==> config.mk <==
export PLATFORM = sky130hd
export DESIGN_NAME = select_line_sequencer
export DESIGN_NICKNAME = d
export VERILOG_FILES = /design/src/rtl/select_line_sequencer.sv
export SDC_FILE = /design/constraint.sdc
export NUM_CORES = 1
export LEC_CHECK = 0
export ABC_AREA = 1
export CAP_MARGIN = 20
export CORE_MARGIN = 8
export CORE_UTILIZATION = 53
export DETAILED_ROUTE_END_ITERATION = 12
export PLACE_DENSITY_LB_ADDON = 0.25
export SYNTH_ARGS = -nofsm -noshare
export SYNTH_HDL_FRONTEND = slang
export SYNTH_SLANG_ARGS = --single-unit
==> constraint.sdc <==
create_clock -name clk -period 2.4 [get_ports clk]
set_input_delay 0.24 -clock clk [delete_from_list [all_inputs] [get_ports clk]]
set_output_delay 0.24 -clock clk [all_outputs]
set_load 0.005 [all_outputs]
==> src/rtl/select_line_sequencer.sv <==
// ============================================================================
// select_line_sequencer : guarded, polarity-configurable one-hot select driver
// Revision 1.0
// ============================================================================
`default_nettype none

module select_line_sequencer #(
  parameter int ADDR_W     = 4,
  parameter int NUM_LINES  = 16,
  parameter int SETUP_CYC  = 2,
  parameter int HOLD_CYC   = 1,
  parameter int ACTIVE_LOW = 1
) (
  input  logic                 clk,
  input  logic                 rst_n,
  input  logic [ADDR_W-1:0]    addrBus,
  input  logic                 req,
  input  logic                 addrSel,
  output logic [NUM_LINES-1:0] selectLine,
  output logic                 busy,
  output logic                 done,
  output logic                 addrErr
);

  typedef enum logic [1:0] {
    S_IDLE   = 2'd0,
    S_SETUP  = 2'd1,
    S_ASSERT = 2'd2,
    S_HOLD   = 2'd3
  } state_t;

  localparam logic [NUM_LINES-1:0] C_INACTIVE  = (ACTIVE_LOW != 0) ? '1 : '0;
  localparam logic [ADDR_W:0]      C_NUM_LINES = (ADDR_W+1)'(NUM_LINES);
  localparam logic [3:0]           C_SETUP     = 4'(SETUP_CYC);
  localparam logic [3:0]           C_HOLD      = 4'(HOLD_CYC);

  state_t                 state_q, state_d;
  logic [3:0]             cnt_q, cnt_d;
  logic [ADDR_W-1:0]      addr_q, addr_d;
  logic [NUM_LINES-1:0]   sel_q, sel_d;
  logic                   busy_q, busy_d;
  logic                   done_q, done_d;
  logic                   err_q, err_d;

  logic [NUM_LINES-1:0]   onehot;
  logic [NUM_LINES-1:0]   line_on;
  logic                   addr_ok;

  // The width-extended compare stays valid when NUM_LINES == 2**ADDR_W.
  assign addr_ok = ({1'b0, addrBus} < C_NUM_LINES);

  always_comb begin
    onehot = '0;
    for (int i = 0; i < NUM_LINES; i++) begin
      if (addr_q == ADDR_W'(i)) begin
        onehot[i] = 1'b1;
      end
    end
  end

  assign line_on = (ACTIVE_LOW != 0) ? ~onehot : onehot;

  always_comb begin
    state_d = state_q;
    cnt_d   = cnt_q;
    addr_d  = addr_q;
    sel_d   = sel_q;
    done_d  = 1'b0;
    err_d   = 1'b0;

    case (state_q)
      S_IDLE: begin
        sel_d = C_INACTIVE;
        if (req) begin
          if (addr_ok) begin
            addr_d  = addrBus;
            cnt_d   = C_SETUP;
            state_d = S_SETUP;
          end else begin
            err_d = 1'b1;
          end
        end
      end

      S_SETUP: begin
        sel_d = C_INACTIVE;
        if (!addrSel) begin
          cnt_d   = 4'd0;
          state_d = S_IDLE;
        end else if (cnt_q == 4'd0) begin
          sel_d   = line_on;
          state_d = S_ASSERT;
        end else begin
          cnt_d = cnt_q - 4'd1;
        end
      end

      S_ASSERT: begin
        sel_d = line_on;
        if (!addrSel) begin
          cnt_d   = C_HOLD;
          state_d = S_HOLD;
        end
      end

      S_HOLD: begin
        // addrSel is deliberately not looked at: a started hold always runs out.
        if (cnt_q == 4'd0) begin
          sel_d   = C_INACTIVE;
          done_d  = 1'b1;
          state_d = S_IDLE;
        end else begin
          sel_d = line_on;
          cnt_d = cnt_q - 4'd1;
        end
      end

      default: begin
        sel_d   = C_INACTIVE;
        cnt_d   = 4'd0;
        state_d = S_IDLE;
      end
    endcase

    busy_d = (state_d != S_IDLE);
  end

  always_ff @(posedge clk or negedge rst_n) begin
    if (!rst_n) begin
      state_q <= S_IDLE;
      cnt_q   <= 4'd0;
      addr_q  <= '0;
      sel_q   <= C_INACTIVE;
      busy_q  <= 1'b0;
      done_q  <= 1'b0;
      err_q   <= 1'b0;
    end else begin
      state_q <= state_d;
      cnt_q   <= cnt_d;
      addr_q  <= addr_d;
      sel_q   <= sel_d;
      busy_q  <= busy_d;
      done_q  <= done_d;
      err_q   <= err_d;
    end
  end

  assign selectLine = sel_q;
  assign busy       = busy_q;
  assign done       = done_q;
  assign addrErr    = err_q;

endmodule

`default_nettype wire

# Word level (Yosys, flattened, before mapping)
# Cells that the tools add are included.
dict set report classes {
  n_lt_le_gt_ge 0
  muxes 33
  bitwise 1
  multipliers 0
  div_mod_pow 0
  reduce_logical 6
  add_sub_neg 1
  shifts 0
  eq_ne 20
}
# cell n
set ops {}
lappend ops {{$pmux 16 s4} 1}
lappend ops {{$mux 16} 3}
lappend ops {{$eq 4x4->1 const B} 8}
lappend ops {{$mux 1} 18}
lappend ops {{$eq 4x3->1 const B} 4}
lappend ops {{$mux 4} 4}
lappend ops {{$not 16->16} 1}
lappend ops {{$pmux 4 s4} 1}
lappend ops {{$mux 2} 5}
lappend ops {{$eq 4x2->1 const B} 2}
lappend ops {{$logic_not 4->1} 2}
lappend ops {{$pmux 2 s4} 1}
lappend ops {{$eq 2x2->1 const B} 2}
lappend ops {{$eq 4x1->1 const B} 1}
lappend ops {{$ne 2x2->1 const B} 2}
lappend ops {{$reduce_and 2->1} 2}
lappend ops {{$sub 4x1->4 const B} 1}
lappend ops {{$eq 2x1->1 const B} 1}
lappend ops {{$logic_not 2->1} 1}
lappend ops {{$reduce_bool 2->1} 1}
dict set report totals {
  register_bits 28
  ram_bits 0
  mem_count 0
  in_bits 8
  rom_bits 0
  elab_cells 67
  latch_bits 0
}

# Logic depth before layout (Yosys ltp)
# Gate-level depths: netlist of the first run.
dict set report depth {
  depth_word 6
  mapped_depth 9
  ltp_nobuf 9
}

# Worst setup path before layout of the first run
# OpenSTA, ideal clock, no wires.
dict set report synth_timing {
  path_kind {register to register}
  start {reg cnt_q[0]}
  end {reg state_q[1]}
  path_stages_with_launch 9
  path_buffers 1
  arrival_ns 1.232
  synth_period_minus_slack_ns 1.354
  setup_slack_ns 1.046
  setup_ns 0.123
  cell_sequence {dfrtp_1 > inv_1 > ha_1 > nand2_1 > nor2_1 > nand2_2 > nand3_2 > inv_4 > buf_12}
}
dict set report synth_between {
  elab_chain_len 4
  word_cells_on_any_way 5
  classes_between {4 x mux; 1 x reduce/logical}
}
# item line_no
set synth_lines {}
lappend synth_lines {{start: declaration} 38} ;# logic [3:0] cnt_q, cnt_d;
lappend synth_lines {{start signal: assignment} 139} ;# cnt_q <= cnt_d;
lappend synth_lines {{$logic_not 4->1 (*)} {90, 108}}
lappend synth_lines {{$mux 2} 90} ;# end else if (cnt_q == 4'd0) begin
lappend synth_lines {{$mux 2} 87} ;# if (!addrSel) begin
lappend synth_lines {{$pmux 2 s4 (*)} 71} ;# case (state_q)
lappend synth_lines {{via state_d[1]} 37} ;# state_t state_q, state_d;
lappend synth_lines {{end signal: assignment} 138} ;# state_q <= state_d;
lappend synth_lines {{end: declaration} 37}
# Mark *: on every way through the listed nets, which the timed path passes. The rest lies on a longest branch.
# A chain may end at the register's enable or synchronous reset.

# Final worst setup path of the first run
dict set report layout_timing {
  start {reg sel_q[8], in the netlist selectLine[8]}
  end {out selectLine[8]}
}
# item line_no
set layout_rtl {}
lappend layout_rtl {{start: declaration} 40} ;# logic [NUM_LINES-1:0] sel_q, sel_d;
lappend layout_rtl {{start signal: assignment} 141} ;# sel_q <= sel_d;
lappend layout_rtl {{end: declaration} 19} ;# output logic [NUM_LINES-1:0] selectLine,
# No word-level cell between the ends.

==> reports/qor.tcl, run 1 <==
set qor(outcome) {complete, no violations}
set qor(synth_top_family_by_area) {simple AND/OR/NAND/NOR gates}
set qor(cts.hold.buffers_added) 0
set qor(die_w_microns) 65.1
set qor(syn_area_per_cell_sq_um) 8.59
set qor(clock_sink_count) 28
set qor(crit_buf_inv) 1
set qor(finish.net_count) 187
set qor(post_synth_instance_area_sq_um) 1280
set qor(dr.pass1.iters) 4
set qor(avgRoutedWirePerCell_microns) 11.3
set qor(utilization) 0.664
set qor(synth_instances) 149
set qor(share_of_cells_above_drive_strength_1) 0.203
set qor(antenna_cells_inserted) 0
set qor(layout.cells.most_common) {sky130_fd_sc_hd__nand2_1}
set qor(fillerInstances) 215
set qor(tritoncts.num_buffers) 3
set qor(grt_max_degree) 29
set qor(drv.max_cap_violation_count) 0
set qor(synth.mux.area_fraction) 0
set qor(drt-total-wl_microns) 2330
set qor(std_cell_rows) 18
set qor(clock-root-buffer) {sky130_fd_sc_hd__clkbuf_4}
set qor(cts_max_path_buffers) 2
set qor(die_area_sq_um) 4240
set qor(critPathMaxStageDelay_ns) 0.54
set qor(finalSetupViolations) 0
set qor(tritoncts) {yes}
set qor(final-max-slew-violation-count) 0
set qor(ant_nets) 0
set qor(numPlacedInstances) 203
set qor(synth.ff_latch_count) 28
set qor(crit_path_max_fanout) 1
set qor(crit_family) {flip-flops}
set qor(hp-class) {in -> async}
set qor(final_cell_mix) {sky130_fd_sc_hd__nand2_1, sky130_fd_sc_hd__nor2_1, sky130_fd_sc_hd__clkdlybuf4s50_1}
set qor(grt_antenna_before_repair) 0
set qor(ys_top_cells_by_area) {sky130_fd_sc_hd__dfstp_2, sky130_fd_sc_hd__dfrtp_1, sky130_fd_sc_hd__nand2_1}
set qor(pin_count) 27
set qor(gp_congestion) 0.943
set qor(crit_path_start_kind) {register}
set qor(clkTransAtPathRegs_ns) 0.13
set qor(die_h_microns) 65.1
set qor(fmax_mhz) 629
set qor(timing.clock.skew_ns) 0.00147
set qor(layout-area-overhead-vs-synth_pct) 23.8
set qor(critPathCaptureType) {output pin}
set qor(cell_by_cell_trace_of_the_critical_path) {clkdlybuf4s50_1}
set qor(vias_per_cell) 4.80
set qor(leakage_nw) 0.743
set qor(initial_utilization) 0.536
set qor(synth_cell_types) 22
set qor(totalPowerFinal_w) 0.00181
set qor(post-synth-top-area-fraction) 0.328
set qor(postLayoutSetupSlackWorst_ns) 0.809
set qor(cts_post_setup_buffers_inserted) 0
set qor(timing_worst_setup_path_type) {reg -> out}
set qor(layoutNonFillerInstCount) 207
set qor(period_minus_slack_ns) 1.59
set qor(routed-via-count) 993
set qor(synth-simple-area-share) 0.321
set qor(clock_insertion_delay_worst_skew_ns) 0.31
set qor(htreeDepth) 1
set qor(seq_area_frac_synth) 0.563
set qor(io_buffer_count) 25
set qor(synth_xor_xnor_area_share) 0.00684
set qor(post-route-period-util) 0.663
set qor(dp_slack_ns) 0.926
set qor(synth_area_leader_cell) {sky130_fd_sc_hd__dfstp_2}
set qor(worst_path_max_delay_cell) {sky130_fd_sc_hd__dfstp_2}
set qor(power.ir.vdd_worst_mv) 0.805
set qor(grt_pass1_wl_microns) 4180
set qor(finalHoldViolCount) 0
set qor(yosys_warnings) 0
set qor(globalRoute.totalOverflow) 0
set qor(required_ns) 2.16
set qor(area_fraction_in_compound_gates_after_synthesis) 0.0235
set qor(drt_iter0_markers) 25
set qor(power_density_nw_per_um2) 1140
set qor(grt_pass1_vias) 972
set qor(remaining_drc_errors) 0
set qor(grt_setup_unrepaired) {no}
set qor(place_hpwl_microns) 1840
set qor(synthAdderAreaFrac) 0.00978
set qor(postSynthNetCount) 158
set qor(track_usage) 0.120
set qor(fin_setup_tns_ns) 0
set qor(core_box_area_sq_um) 2390
set qor(post_cts.resized_instances) 0
set qor(timing.critical_path.arrival_ns) 1.35
metrics by stage:
stage	hold WS (ns)	instance area, sq um
6_report	0.277	1580
5_1_grt	0.296	1580
4_1_cts	0.281	1580
3_5_place_dp	0.562	1550
3_3_place_gp	0.542	1550
2_1_floorplan	-0.0556	1280
path summary, 6_finish.rpt:
| kind | from | to | slack (ns) | depth (start not counted) |
|---|---|---|---|---|
| worst min register to register | cnt_q[2] | cnt_q[2] | 0.59 | 2 |
| min in group clk | addrBus[3] | addr_q[3] | 0.49 | 3 |
| max in group asynchronous | rst_n | selectLine[12] | 1.83 | 2 |
| worst min-delay path | rst_n | cnt_q[3] | 0.28 | 2 |
| worst max-delay path | selectLine[8] | selectLine[8] | 0.81 | 1 |
| worst max register to register | cnt_q[0] | selectLine[1] | 0.91 | 8 |
state kept, by name, indices dropped and copies added, names as in the netlist:
signal      flops
selectLine     16
addr_q          4
cnt_q           4
state_q         2
busy            1
done            1
power breakdown:
part / switching [W] / internal (W)
sequential: 0.0000910 / 0.000639
clock: 0.000124 / 0.0000927
combinational: 0.000537 / 0.000324
area by class of cell:
class,instances,area [sq um],share of cell area
multi-input cells,102,465,0.294
flip-flops and latches,28,721,0.455
clock buffers,4,36.3,0.0229
well taps,30,37.5,0.0237
repair buffers,26,258,0.163
inverters,17,66.3,0.0419
synthesized netlist by cell type (all sizes together):
| master | n |
|---|---|
| clkinv | 1 |
| xor2 | 1 |
| nand2 | 48 |
| inv | 16 |
| a21oi | 5 |
| ha | 1 |
| nand4 | 2 |
| o21ai | 1 |
| nor2 | 34 |
| dfrtp | 12 |
| conb | 1 |
| dfstp | 16 |
| buf | 2 |
| nand3 | 9 |
routing by layer:
metal,up-vias,global-route usage,part of all wire
met2,31,0.201,0.47
met5,-,0,0
met4,0,0.0327,0.0056
met1,456,0.152,0.46
met3,2,0.0289,0.064
li1,504,-,-
cell families after synthesis:
kind of cell	after synthesis
DFF	28
AOI/OAI and AO/OA	6
and+or+nand+nor	93
xor gates and xnor gates	1
buffers and inverters	19
adders and majority gates	1
other	1
(Power assumes the default switching activity.)
==> run 2: changes to the inputs <==
--- a/config.mk
+++ b/config.mk
@@ -8,7 +8,7 @@
 export ABC_AREA = 1
 export CAP_MARGIN = 20
 export CORE_MARGIN = 8
-export CORE_UTILIZATION = 53
+export CORE_UTILIZATION = 49
 export DETAILED_ROUTE_END_ITERATION = 12
 export PLACE_DENSITY_LB_ADDON = 0.25
 export SYNTH_ARGS = -nofsm -noshare
==> constraint.sdc (replaced) <==
create_clock -name clk -period 1.5 [get_ports clk]
set_input_delay 0.15 -clock clk [delete_from_list [all_inputs] [get_ports clk]]
set_output_delay 0.15 -clock clk [all_outputs]
set_load 0.005 [all_outputs]
==> reports/qor.tcl, run 2 (synthesized netlist as in run 1, its figures left out) <==
set qor(layout-area-overhead-vs-synth_pct) 24.4
set qor(finalSetupViolations) 0 ;# unchanged
set qor(remaining_drc_errors) 0 ;# unchanged
set qor(drv.max_cap_violation_count) 0 ;# unchanged
set qor(fmax_mhz) 724
set qor(die_area_sq_um) 4500 ;# +6.1%
set qor(avgRoutedWirePerCell_microns) 11.6 ;# +3.0%
set qor(gp_congestion) 0.919 ;# -2.6%
set qor(finalHoldViolCount) 0 ;# unchanged
set qor(crit_buf_inv) 2 ;# +1
set qor(htreeDepth) 1 ;# unchanged
set qor(required_ns) 1.78 ;# -0.38 ns
set qor(critPathMaxStageDelay_ns) 0.43 ;# -0.11 ns
set qor(core_box_area_sq_um) 2480 ;# +3.8%
set qor(tritoncts.num_buffers) 3 ;# unchanged
set qor(share_of_cells_above_drive_strength_1) 0.213 ;# +0.0101
set qor(globalRoute.totalOverflow) 0 ;# unchanged
set qor(clkTransAtPathRegs_ns) 0.14 ;# about the same
set qor(crit_path_start_kind) {register}
set qor(layout.cells.most_common) {sky130_fd_sc_hd__nand2_1}
set qor(std_cell_rows) 18 ;# unchanged
set qor(dpl_cell_area_sq_um) 1560 ;# +0.49%
set qor(leakage_nw) 0.725 ;# -2.4%
set qor(ant_nets) 0 ;# unchanged
set qor(final_cell_mix) {sky130_fd_sc_hd__nand2_1, sky130_fd_sc_hd__nor2_1, sky130_fd_sc_hd__dlygate4sd2_1, sky130_fd_sc_hd__dfstp_2, sky130_fd_sc_hd__inv_1}
set qor(grt_pass1_vias) 1018 ;# +4.7%
set qor(grt_antenna_before_repair) 0 ;# unchanged
set qor(power.ir.vdd_worst_mv) 1.17 ;# +46%
set qor(drt-total-wl_microns) 2420 ;# +3.5%
set qor(crit_path_frequent_cell) {sky130_fd_sc_hd__nand2_1}
set qor(crit_path_max_fanout) 17 ;# +16
set qor(finish.net_count) 188 ;# +0.53%
set qor(final-max-slew-violation-count) 0 ;# unchanged
set qor(grt_max_degree) 29 ;# unchanged
set qor(initial_utilization) 0.517 ;# -0.0195
set qor(antenna_cells_inserted) 0 ;# unchanged
set qor(cell_by_cell_trace_of_the_critical_path) {inv_1 -> ha_1 -> nand2_1 -> nor2_2 -> nand2_2 -> nand3_2 -> inv_6 -> nand2_1}
set qor(routed-via-count) 1011 ;# +1.8%
set qor(die_w_microns) 67.1 ;# +3.0%
set qor(grt_setup_unrepaired) {no}
set qor(place_hpwl_microns) 1910 ;# +3.9%
set qor(clock_insertion_delay_worst_skew_ns) 0.32 ;# about the same
set qor(drt_iter0_markers) 19 ;# -24%
set qor(track_usage) 0.113 ;# -0.00708
set qor(clock-root-buffer) {sky130_fd_sc_hd__clkbuf_4}
set qor(outcome) {complete, no violations}
set qor(number_of_flip_flops_in_the_largest_register) 16 ;# unchanged
set qor(tritoncts) {yes}
set qor(io_buffer_count) 25 ;# unchanged
set qor(worst_path_max_delay_cell) {sky130_fd_sc_hd__dfrtp_1}
set qor(dr.pass1.iters) 4 ;# unchanged
set qor(timing.critical_path.arrival_ns) 1.66 ;# +0.31 ns
set qor(power_density_nw_per_um2) 1890 ;# +65%
set qor(pin_count) 27 ;# unchanged
set qor(fin_setup_tns_ns) 0 ;# unchanged
set qor(critPathCaptureType) {register}
set qor(finalInstanceArea_sq_um) 1590 ;# +0.55%
set qor(hp-class) {in -> async}
set qor(crit_family) {simple AND/OR/NAND/NOR gates}
set qor(vias_per_cell) 4.86 ;# +1.3%
set qor(timing_worst_setup_path_type) {reg -> reg}
set qor(grt_pass1_wl_microns) 4030 ;# -3.6%
set qor(cts_max_path_buffers) 2 ;# unchanged
set qor(die_h_microns) 67.1 ;# +3.0%
set qor(period_minus_slack_ns) 1.38
set qor(clock_sink_count) 28 ;# unchanged
set qor(post-route-period-util) 0.921
set qor(timing.clock.skew_ns) 0.00338 ;# +0.00191 ns
[run 2: cell count changes in the layout (fill, tap and decap cells not counted)]
cell	previous run	this run
sky130_fd_sc_hd__inv_6	0	1
sky130_fd_sc_hd__clkdlybuf4s50_1	25	9
sky130_fd_sc_hd__nor2_2	1	2
sky130_fd_sc_hd__buf_4	1	2
sky130_fd_sc_hd__dlygate4sd2_1	0	16
sky130_fd_sc_hd__inv_4	1	0
sky130_fd_sc_hd__clkbuf_8	1	0
sky130_fd_sc_hd__bufinv_16	0	1
sky130_fd_sc_hd__nor2_1	32	31
[run 2: final cells by class]
class | instances | area [sq um]
flip-flops and latches | 28 | 721
well taps | 30 | 37.5
inverters | 17 | 68.8
multi-input cells | 102 | 468
clock buffers | 3 | 22.5
fillers | 234 | 885
clock inverters | 1 | 30.0
repair buffers | 27 | 245
[run 2: per-stage QoR]
stage               hold WS [ns]  cells  setup WS [ns]  utilization  total power, W
global placement           0.528    204          0.131        0.628         0.00254
floorplan                 -0.146    149          0.146            -         0.00223
CTS                        0.178    208         0.0842        0.641         0.00301
finish                     0.178    208          0.118        0.643         0.00300
global route               0.191    208        0.00772        0.643         0.00326
detailed placement         0.540    204          0.107        0.628         0.00258
[run 2: worst paths after layout]
path / start / slack [ns] / cells after the start / to
setup / recovery: cnt_q[0] / 0.12 / 8 / selectLine[8]
hold / removal: rst_n / 0.18 / 2 / done
setup reg to reg: cnt_q[0] / 0.12 / 8 / selectLine[8]
hold reg to reg: cnt_q[1] / 0.58 / 2 / cnt_q[1]
max in group asynchronous: rst_n / 1.03 / 2 / selectLine[2]
min in group clk: addrBus[3] / 0.39 / 3 / addr_q[3]
[run 2: metal layers]
layer | share of wire | vias up | track usage | wire length, microns
li1 | - | 507 | - | -
met1 | 0.44 | 469 | 0.132 | 1060
met2 | 0.47 | 31 | 0.198 | 1150
met3 | 0.075 | 4 | 0.0218 | 180
met4 | 0.010 | 0 | 0.0470 | 25
met5 | 0 | - | 0 | 0
[run 2: repair_timing]
action                     in CTS  in global routing
hold buffers                    0                  0
setup endpoints to repair      16                 19
setup buffers                   0                  0
pin swaps                       0                  0
gates resized for setup        16                  2
[run 2: where the power goes]
| group | total (W) | internal (W) | switching (W) |
|---|---|---|---|
| sequential | 0.00117 | 0.00102 | 0.000151 |
| clock | 0.000478 | 0.000270 | 0.000207 |
| combinational | 0.00135 | 0.000489 | 0.000865 |
